--- config.mk ---
export PLATFORM = sky130hd
export DESIGN_NAME = gpi_filter_bank_flat
export DESIGN_NICKNAME = d
export VERILOG_FILES = /design/src/rtl/gpi_filter_bank_if.sv /design/src/rtl/gpi_filter_bank.sv /design/src/flat_wrapper.sv
export SDC_FILE = /design/constraint.sdc
export NUM_CORES = 1
export LEC_CHECK = 0
export CAP_MARGIN = 0
export CORE_MARGIN = 5
export CORE_UTILIZATION = 35
export CTS_CLUSTER_DIAMETER = 120
export DETAILED_ROUTE_END_ITERATION = 8
export MAX_ROUTING_LAYER = met4
export PLACE_DENSITY_LB_ADDON = 0.25
export SLEW_MARGIN = 20
export SYNTH_ARGS = -nofsm -noshare
export SYNTH_HDL_FRONTEND = slang
export SYNTH_SLANG_ARGS = --single-unit
--- constraint.sdc ---
create_clock -name CLK_I -period 3.1 [get_ports CLK_I]
set_input_delay 0.465 -clock CLK_I [delete_from_list [all_inputs] [get_ports CLK_I]]
set_output_delay 0.465 -clock CLK_I [all_outputs]
set_load 0.01 [all_outputs]
--- src/rtl/gpi_filter_bank_if.sv ---
`default_nettype none
// ============================================================================
// Module  : gpi_filter_bank_if
// Brief   : Pad-side inputs, controls and conditioned outputs of the GPI bank.
// Revision: 1.0
// ============================================================================
interface gpi_filter_bank_if #(
    parameter int N_CH   = 8,
    parameter int FILT_W = 4
);
    logic [N_CH-1:0]   PAD_DI_I;
    logic [N_CH-1:0]   IE_I;
    logic [N_CH-1:0]   FILT_EN_I;
    logic [FILT_W-1:0] FILT_LEN_I;
    logic [2*N_CH-1:0] EDGE_SEL_I;
    logic [N_CH-1:0]   EVT_CLR_I;
    logic [N_CH-1:0]   DI_O;
    logic [N_CH-1:0]   EVT_O;
    logic              IRQ_O;

    modport master (
        output PAD_DI_I, IE_I, FILT_EN_I, FILT_LEN_I, EDGE_SEL_I, EVT_CLR_I,
        input  DI_O, EVT_O, IRQ_O
    );

    modport slave (
        input  PAD_DI_I, IE_I, FILT_EN_I, FILT_LEN_I, EDGE_SEL_I, EVT_CLR_I,
        output DI_O, EVT_O, IRQ_O
    );
endinterface
`default_nettype wire

--- src/rtl/gpi_filter_bank.sv ---
`default_nettype none
// ============================================================================
// Module  : gpi_filter_bank
// Brief   : Multi-channel GPI conditioner: gate, synchronise, deglitch,
//           sticky maskable edge events and a combined interrupt.
// Revision: 1.0
// ============================================================================
module gpi_filter_bank #(
    parameter int N_CH        = 8,
    parameter int SYNC_STAGES = 2,
    parameter int FILT_W      = 4
) (
    input  wire logic        CLK_I,
    input  wire logic        RST_NI,
    gpi_filter_bank_if.slave bus
);

    logic [N_CH-1:0]                  w_gated;
    logic [SYNC_STAGES-1:0][N_CH-1:0] sync_q;
    logic [N_CH-1:0]                  w_sync;

    logic [N_CH-1:0]              di_q, di_d;
    logic [N_CH-1:0][FILT_W-1:0]  cnt_q, cnt_d;
    logic [N_CH-1:0]              dly_q;
    logic [N_CH-1:0]              evt_q, evt_d;

    logic [N_CH-1:0] w_rise;
    logic [N_CH-1:0] w_fall;
    logic [N_CH-1:0] w_set;

    // Input enable is re-applied before the first flop so a disabled pad reads 0.
    assign w_gated = bus.PAD_DI_I & bus.IE_I;
    assign w_sync  = sync_q[SYNC_STAGES-1];

    always_ff @(posedge CLK_I or negedge RST_NI) begin
        if (!RST_NI) begin
            sync_q <= '0;
        end else begin
            sync_q <= {sync_q[SYNC_STAGES-2:0], w_gated};
        end
    end

    // The >= compare lets a shortened FILT_LEN_I act on the very next edge
    // and keeps the counter from ever reaching a wrap.
    always_comb begin
        di_d  = di_q;
        cnt_d = cnt_q;
        for (int c = 0; c < N_CH; c++) begin
            if (!bus.FILT_EN_I[c]) begin
                di_d[c]  = w_sync[c];
                cnt_d[c] = '0;
            end else if (w_sync[c] == di_q[c]) begin
                cnt_d[c] = '0;
            end else if (cnt_q[c] >= bus.FILT_LEN_I) begin
                di_d[c]  = w_sync[c];
                cnt_d[c] = '0;
            end else begin
                cnt_d[c] = cnt_q[c] + 1'b1;
            end
        end
    end

    assign w_rise = di_q & ~dly_q;
    assign w_fall = ~di_q & dly_q;

    always_comb begin
        w_set = '0;
        for (int c = 0; c < N_CH; c++) begin
            w_set[c] = (w_rise[c] & bus.EDGE_SEL_I[2*c]) |
                       (w_fall[c] & bus.EDGE_SEL_I[2*c+1]);
        end
    end

    // A new edge outranks a clear arriving in the same cycle.
    assign evt_d = w_set | (evt_q & ~bus.EVT_CLR_I);

    always_ff @(posedge CLK_I or negedge RST_NI) begin
        if (!RST_NI) begin
            di_q  <= '0;
            cnt_q <= '0;
            dly_q <= '0;
            evt_q <= '0;
        end else begin
            di_q  <= di_d;
            cnt_q <= cnt_d;
            dly_q <= di_q;
            evt_q <= evt_d;
        end
    end

    assign bus.DI_O  = di_q;
    assign bus.EVT_O = evt_q;
    assign bus.IRQ_O = |evt_q;

endmodule
`default_nettype wire

--- src/flat_wrapper.sv ---
// flat-port wrapper written by rule: the top's interface ports become plain ports
module gpi_filter_bank_flat 
#(
    parameter int N_CH        = 8,
    parameter int SYNC_STAGES = 2,
    parameter int FILT_W      = 4
)
  (CLK_I, RST_NI, bus_PAD_DI_I, bus_IE_I, bus_FILT_EN_I, bus_FILT_LEN_I, bus_EDGE_SEL_I, bus_EVT_CLR_I, bus_DI_O, bus_EVT_O, bus_IRQ_O);
  gpi_filter_bank_if #(.N_CH(N_CH), .FILT_W(FILT_W)) bus_i ();
  input  wire logic CLK_I;
  input  wire logic RST_NI;
  input wire logic [$bits(bus_i.PAD_DI_I)-1:0] bus_PAD_DI_I;
  input wire logic [$bits(bus_i.IE_I)-1:0] bus_IE_I;
  input wire logic [$bits(bus_i.FILT_EN_I)-1:0] bus_FILT_EN_I;
  input wire logic [$bits(bus_i.FILT_LEN_I)-1:0] bus_FILT_LEN_I;
  input wire logic [$bits(bus_i.EDGE_SEL_I)-1:0] bus_EDGE_SEL_I;
  input wire logic [$bits(bus_i.EVT_CLR_I)-1:0] bus_EVT_CLR_I;
  output wire logic [$bits(bus_i.DI_O)-1:0] bus_DI_O;
  output wire logic [$bits(bus_i.EVT_O)-1:0] bus_EVT_O;
  output wire logic [$bits(bus_i.IRQ_O)-1:0] bus_IRQ_O;
  assign bus_i.PAD_DI_I = bus_PAD_DI_I;
  assign bus_i.IE_I = bus_IE_I;
  assign bus_i.FILT_EN_I = bus_FILT_EN_I;
  assign bus_i.FILT_LEN_I = bus_FILT_LEN_I;
  assign bus_i.EDGE_SEL_I = bus_EDGE_SEL_I;
  assign bus_i.EVT_CLR_I = bus_EVT_CLR_I;
  assign bus_DI_O = bus_i.DI_O;
  assign bus_EVT_O = bus_i.EVT_O;
  assign bus_IRQ_O = bus_i.IRQ_O;
  gpi_filter_bank #(.N_CH(N_CH), .SYNC_STAGES(SYNC_STAGES), .FILT_W(FILT_W)) u_core (.CLK_I(CLK_I), .RST_NI(RST_NI), .bus(bus_i));
endmodule
==> impl_metrics.toml, run 1 <==
[status]
run_status = "complete, no violations"

[sta]
timing.fmax_mhz = 480
setup_viol_count_final = 0
final_hold_viol_count = 0
holdWs_ps = 243
finalMaxSlewViolations = 0
layout_setup_ws_ps = 1020
fin_crit_sh = 0.672
grt_setup_unrepaired = "false"
clock_skew_ps = 6.77
period_minus_slack_ps = 2080
worst_pin_slew_ps = 894
finalSetupTns_ps = 0
maxSlewHeadroom = 0.404

[routing]
drtPass1Iterations = 4
vias_per_cell = 4.69
drc = 0
drt-total-wl_um = 6990
top_layer_used = "met4"
antenna_left = 0
dr.first_iter.drc_count = 95
wl_met1_um = 3320
dr_wl_met3_um = 442
met2WireLength_um = 3140
num_vias = 2406
wl_per_cell_um = 13.6

[final_layout]
nets = 469
utilization = 0.467
nFillCells = 937
instances_no_fill = 513
num_antenna_cells = 0
syn_to_final_growth_pct = 30.6
drive_gt1_frac = 0.0816

[min_path]
hold_class = "in2async"

[logic_synthesis]
yosysWarnings = 0
synth_top_area_cell = "dfrtp_1"
yosys-top-cells-area = "dfrtp_1, ha_1, xor2_1"
synth_seq_cells = 72
synth_cell_types = 18
avgSynthCellArea_um2 = 11.8
synth.top_cell.area_share = 0.518
ys_seq_area_frac = 0.518
netlist_area_um2 = 3480
netlist_instances = 294
syn_nets = 388

[clocking]
clock_latency_ps = 340
post_cts_buffers = 0
cts_resized = 0
hold_buffers = 0
tritoncts = "yes"
clock-root-buffer = "clkbuf_8"
h-tree-depth = 3
cts.path.max_buffers = 2
cts_buffers = 9
clk_pin_slew_worst_paths_ps = 70
clock-sinks = 72

[die]
start_util = 0.358
die_w_um = 110
num_rows = 36
dieArea_um2 = 12000
die_h_um = 110
io_pins = 71
coreArea_um2 = 9730

[power]
leakagePower_uw = 0.00209
pwr-share-clk = 0.346
comb_power_share = 0.158
irDropWorstVdd_mv = 0.196
seq_power_share = 0.496
p_int_uw = 1610
p_switching_uw = 537
switching_share = 0.250
p_per_area_nw_per_um2 = 473

[worst_setup_path]
cp-end-kind = "primary output"
required_ps = 2630
critPathArrivalTime_ps = 1620
critPathLaunchType = "register"
crit_type = "reg2out"
crit_fanout = 3

[run]
drv_cap = 0

[place]
place_inst = 497
place_congestion = 0.823
io_buffer_count = 70
place_ws_ps = 721
dp_hpwl_um = 5120

[global_routing]
grt_start_max_net_pins = 73
grt_pass1_vias = 2465
antenna_found_initial = 0
grt_usage = 0.130
grt_pass1_wl_um = 11600
overflow = 0
-- power by group through the flow --
stage          clock [µW]  sequential (µW)  combinational (µW)
6_report              744             1070                 340
5_1_grt               810             1080                 381
4_1_cts               776             1070                 348
3_5_place_dp            0             1090                 346
3_3_place_gp            0             1080                 338
2_1_floorplan           0             1080                 151
-- layout by cell type, fill, tap and decap left out --
cell / n
o221ai_1: 8
and2_1: 8
nor2_1: 32
o211ai_1: 16
inv_1: 27
buf_4: 1
xnor2_1: 8
o2111ai_1: 8
nor3b_2: 8
clkbuf_1: 2
clkinv_2: 2
nand3_1: 8
nand3b_1: 8
nor4_1: 2
nand2_1: 17
ha_1: 40
bufinv_16: 1
dfrtp_1: 72
nor2b_1: 8
mux2_2: 3
xor2_1: 16
clkbuf_8: 11
clkdlybuf4s50_1: 69
mux2_4: 5
-- synth_stat cells --
| library cell | count |
|---|---|
| and2_1 | 8 |
| dfrtp_1 | 72 |
| ha_1 | 40 |
| inv_1 | 27 |
| mux2_2 | 3 |
| mux2_4 | 5 |
| nand2_1 | 17 |
| nand3_1 | 8 |
| nand3b_1 | 8 |
| nor2_1 | 32 |
| nor2b_1 | 8 |
| nor3b_2 | 8 |
| nor4_1 | 2 |
| o2111ai_1 | 8 |
| o211ai_1 | 16 |
| o221ai_1 | 8 |
| xnor2_1 | 8 |
| xor2_1 | 16 |
-- worst max-delay path: stages, from the launching register on --
cell	delay (ps)
dfrtp_1	420
nor4_1	290
nand2_1	90
clkdlybuf4s50_1	490
-- cell families after synthesis --
logic type | share of synthesized area
XOR/XNOR | 0.0604
flip-flops | 0.518
adder cells (fa/ha/maj) | 0.144
AO/OA/AOI/OAI | 0.0748
AND/OR/NAND/NOR | 0.143
multiplexers | 0.0313
buffers and inverters | 0.0291
-- routing by layer --
layer  GRT usage  vias to the layer above
li1            -                     1189
met1       0.167                     1147
met2       0.196                       60
met3      0.0423                       10
met4      0.0410                        0
met5           -                        -
-- flip-flops by register name, summed over array words and instances (netlist names) --
| name | count |
|---|---|
| u_core.cnt_q | 32 |
| u_core.bus.DI_O | 8 |
| u_core.bus.EVT_O | 8 |
| u_core.dly_q | 8 |
| u_core.sync_q | 8 |
| u_core.w_sync | 8 |
-- final timing paths --
| check | startpoint | to | slack, ps | cells past startpoint |
|---|---|---|---|---|
| setup / recovery | u_core.bus.EVT_O[5]$_DFF_PN0_ | bus_IRQ_O | 1020 | 3 |
| hold / removal | RST_NI | u_core.sync_q[1]$_DFF_PN0_ | 240 | 1 |
| setup reg to reg | u_core.cnt_q[16]$_DFF_PN0_ | u_core.bus.DI_O[4]$_DFFE_PN0P_ | 1600 | 5 |
| hold reg to reg | u_core.sync_q[4]$_DFF_PN0_ | u_core.w_sync[4]$_DFF_PN0_ | 350 | 0 |
| max in group asynchronous | RST_NI | u_core.bus.DI_O[4]$_DFFE_PN0P_ | 2280 | 1 |
| min in group CLK_I | u_core.sync_q[4]$_DFF_PN0_ | u_core.w_sync[4]$_DFF_PN0_ | 350 | 0 |
-- final cells by class --
cell class | count | area (µm²) | area share
clock buffers | 13 | 159 | 0.0350
clock inverters | 3 | 40.0 | 0.00881
inverters | 27 | 101 | 0.0223
multi-input cells | 195 | 1580 | 0.347
flip-flops and latches | 72 | 1800 | 0.397
well taps | 133 | 166 | 0.0366
repair buffers | 70 | 698 | 0.154
-- per-stage QoR --
step / total power, µW / instance area [µm²]
final: 2150 / 4540
after floorplan: 1230 / 3480
after global routing: 2270 / 4540
after CTS: 2190 / 4540
after global placement: 1420 / 4340
after detailed placement: 1430 / 4340
No activity file was read; power rests on OpenSTA's default activity.
==> inputs of run 2 (changes only) <==
==> constraint.sdc (replaced) <==
create_clock -name CLK_I -period 2.15 [get_ports CLK_I]
set_input_delay 0.3225 -clock CLK_I [delete_from_list [all_inputs] [get_ports CLK_I]]
set_output_delay 0.3225 -clock CLK_I [all_outputs]
set_load 0.01 [all_outputs]
==> run 2 against run 1 <==
Register-to-register slack lost 940 ps; combinational power grew 45%; sequential share of layout area is 0.12 points higher; clock power grew 16%; critical path depth is the same; hold slack gained 110 ps; first-iteration DRC count is 65% lower; flip-flop and latch count unchanged; core utilization decreased by 0.14 points; wire length decreased by 2.3%; sequential power rose by 44%; via count up 1.4%.
==> impl_metrics.toml, run 2 (synthesis results as in run 1) <==
[status]
run_status = "complete, no violations"

[global_routing]
overflow = 0
grt_pass1_vias = 2521
grt_pass1_wl_um = 11400
antenna_found_initial = 0
grt_usage = 0.128
grt_start_max_net_pins = 49

[clocking]
post_cts_buffers = 0
clock_latency_ps = 330
clk_pin_slew_worst_paths_ps = 70
clock-sinks = 72
cts_resized = 0
tritoncts = "yes"
cts.path.max_buffers = 2
clock-root-buffer = "clkbuf_8"
h-tree-depth = 3
cts_buffers = 9

[final_layout]
final_common_cell = "dfrtp_1"
num_antenna_cells = 0
drive_gt1_frac = 0.0818
largest_register_ffs = 32
nets = 472
utilization = 0.466
multi_input_area_um2 = 1580
syn_to_final_growth_pct = 30.2
regMostFlops = "u_core.cnt_q"
fin_area_um2 = 4530
final_cell_mix = "dfrtp_1, clkdlybuf4s50_1, ha_1, nor2_1, inv_1"
nFillCells = 915
regArea_um2 = 1800

[die]
die_h_um = 110
die_w_um = 110
start_util = 0.358
dieArea_um2 = 12000
num_rows = 36
io_pins = 71
coreArea_um2 = 9730

[power]
leakagePower_uw = 0.00208
p_per_area_nw_per_um2 = 639
irDropWorstVdd_mv = 0.374

[sta]
setup_viol_count_final = 0
finalSetupTns_ps = 0
period_minus_slack_ps = 1940
final_hold_viol_count = 0
maxSlewHeadroom = 0.731
fin_crit_sh = 0.902
worst_pin_slew_ps = 403
timing.fmax_mhz = 516
holdWs_ps = 350
clock_skew_ps = 3.93
finalMaxSlewViolations = 0
grt_setup_unrepaired = "false"

[place]
io_buffer_count = 70
place_congestion = 0.831
dp_hpwl_um = 5220
placed_area_um2 = 4370

[min_path]
hold-path-cell-count = 0
hold_class = "reg2reg"
hold_path_end = "u_core.w_sync[7]$_DFF_PN0_"
min_from = "u_core.sync_q[7]$_DFF_PN0_"

[routing]
drtPass1Iterations = 4
wl_per_cell_um = 13.3
antenna_left = 0
drt-total-wl_um = 6830
dr.first_iter.drc_count = 33
num_vias = 2439
drc = 0
vias_per_cell = 4.76

[worst_setup_path]
crit_chain = "nor4_1 > nand2_1 > clkdlybuf4s50_1"
critPathLaunchType = "register"
crit_fanout = 3
critPathArrivalTime_ps = 1620
rr_worst_depth = 5
crit_family = "buffers and inverters"
crit_type = "reg2out"
critPathSlowestCell = "clkdlybuf4s50_1"
r2r-end = "u_core.bus.DI_O[4]$_DFFE_PN0P_"
timing.rr.start = "u_core.cnt_q[16]$_DFF_PN0_"
slowest_delay_ps = 490
cp-end-kind = "primary output"
worst-path-buf-inv = 1
required_ps = 1830
r2r_slack_ps = 660

[run]
drv_cap = 0
run 2: changes by cell type in the layout (fill, tap and decap cells not counted):
cell / before / now
buf_4: 1 / 2
buf_12: 0 / 1
dlygate4sd3_1: 0 / 1
clkbuf_1: 2 / 0
clkbuf_8: 11 / 10
bufinv_16: 1 / 0
run 2: power by group:
part | total, µW | internal (µW) | leakage [µW] | switching, µW
Sequential | 1540 | 1450 | 0.000955 | 90.4
Clock | 865 | 420 | 0.0000797 | 444
Combinational | 494 | 290 | 0.00105 | 204
Total | 2900 | 2160 | 0.00208 | 739
run 2: final cells by class:
| class | count | share of cell area |
|---|---|---|
| inverters | 27 | 0.0224 |
| well taps | 133 | 0.0367 |
| clock buffers | 10 | 0.0304 |
| clock inverters | 2 | 0.00221 |
| multi-input cells | 195 | 0.348 |
| flip-flops and latches | 72 | 0.398 |
| repair buffers | 73 | 0.162 |
run 2: what timing repair did:
action / in CTS / in global routing
setup endpoints to repair: 0 / 0
endpoints found under the hold margin: 24 / 0
hold buffers: 1 / 0
run 2: worst max-delay path by stage:
stage,start,endpoint,cells after the start
after floorplan,bus_FILT_LEN_I[1],u_core.bus.DI_O[0]$_DFFE_PN0P_,5
after global placement,bus_FILT_LEN_I[3],u_core.bus.DI_O[3]$_DFFE_PN0P_,6
after detailed placement,bus_FILT_LEN_I[1],u_core.bus.DI_O[4]$_DFFE_PN0P_,6
after CTS,u_core.bus.EVT_O[5]$_DFF_PN0_,bus_IRQ_O,3
after global routing,u_core.bus.EVT_O[5]$_DFF_PN0_,bus_IRQ_O,3
final,u_core.bus.EVT_O[5]$_DFF_PN0_,bus_IRQ_O,3
run 2: metrics by stage:
stage	std cells	setup slack, ps	total power [µW]
6_report	512	210	2900
5_1_grt	512	109	3080
4_1_cts	512	165	2960
3_5_place_dp	499	-12.1	2070
3_3_place_gp	499	18.1	2050
2_1_floorplan	294	680	1770
run 2: worst register-to-register path: cells and delay by family (launching register included):
| family | cells | cell delay (ps) |
|---|---|---|
| compound gates | 1 | 150 |
| fa+ha+maj | 1 | 280 |
| buf+inv | 1 | 60 |
| flops | 1 | 390 |
| mux | 1 | 310 |
| simple gates | 1 | 200 |
run 2: layer usage:
metal  track usage  part of all wire
met4        0.0410             0.016
met2         0.203              0.46
met1         0.153              0.46
met3        0.0464             0.064
met5             -                 0
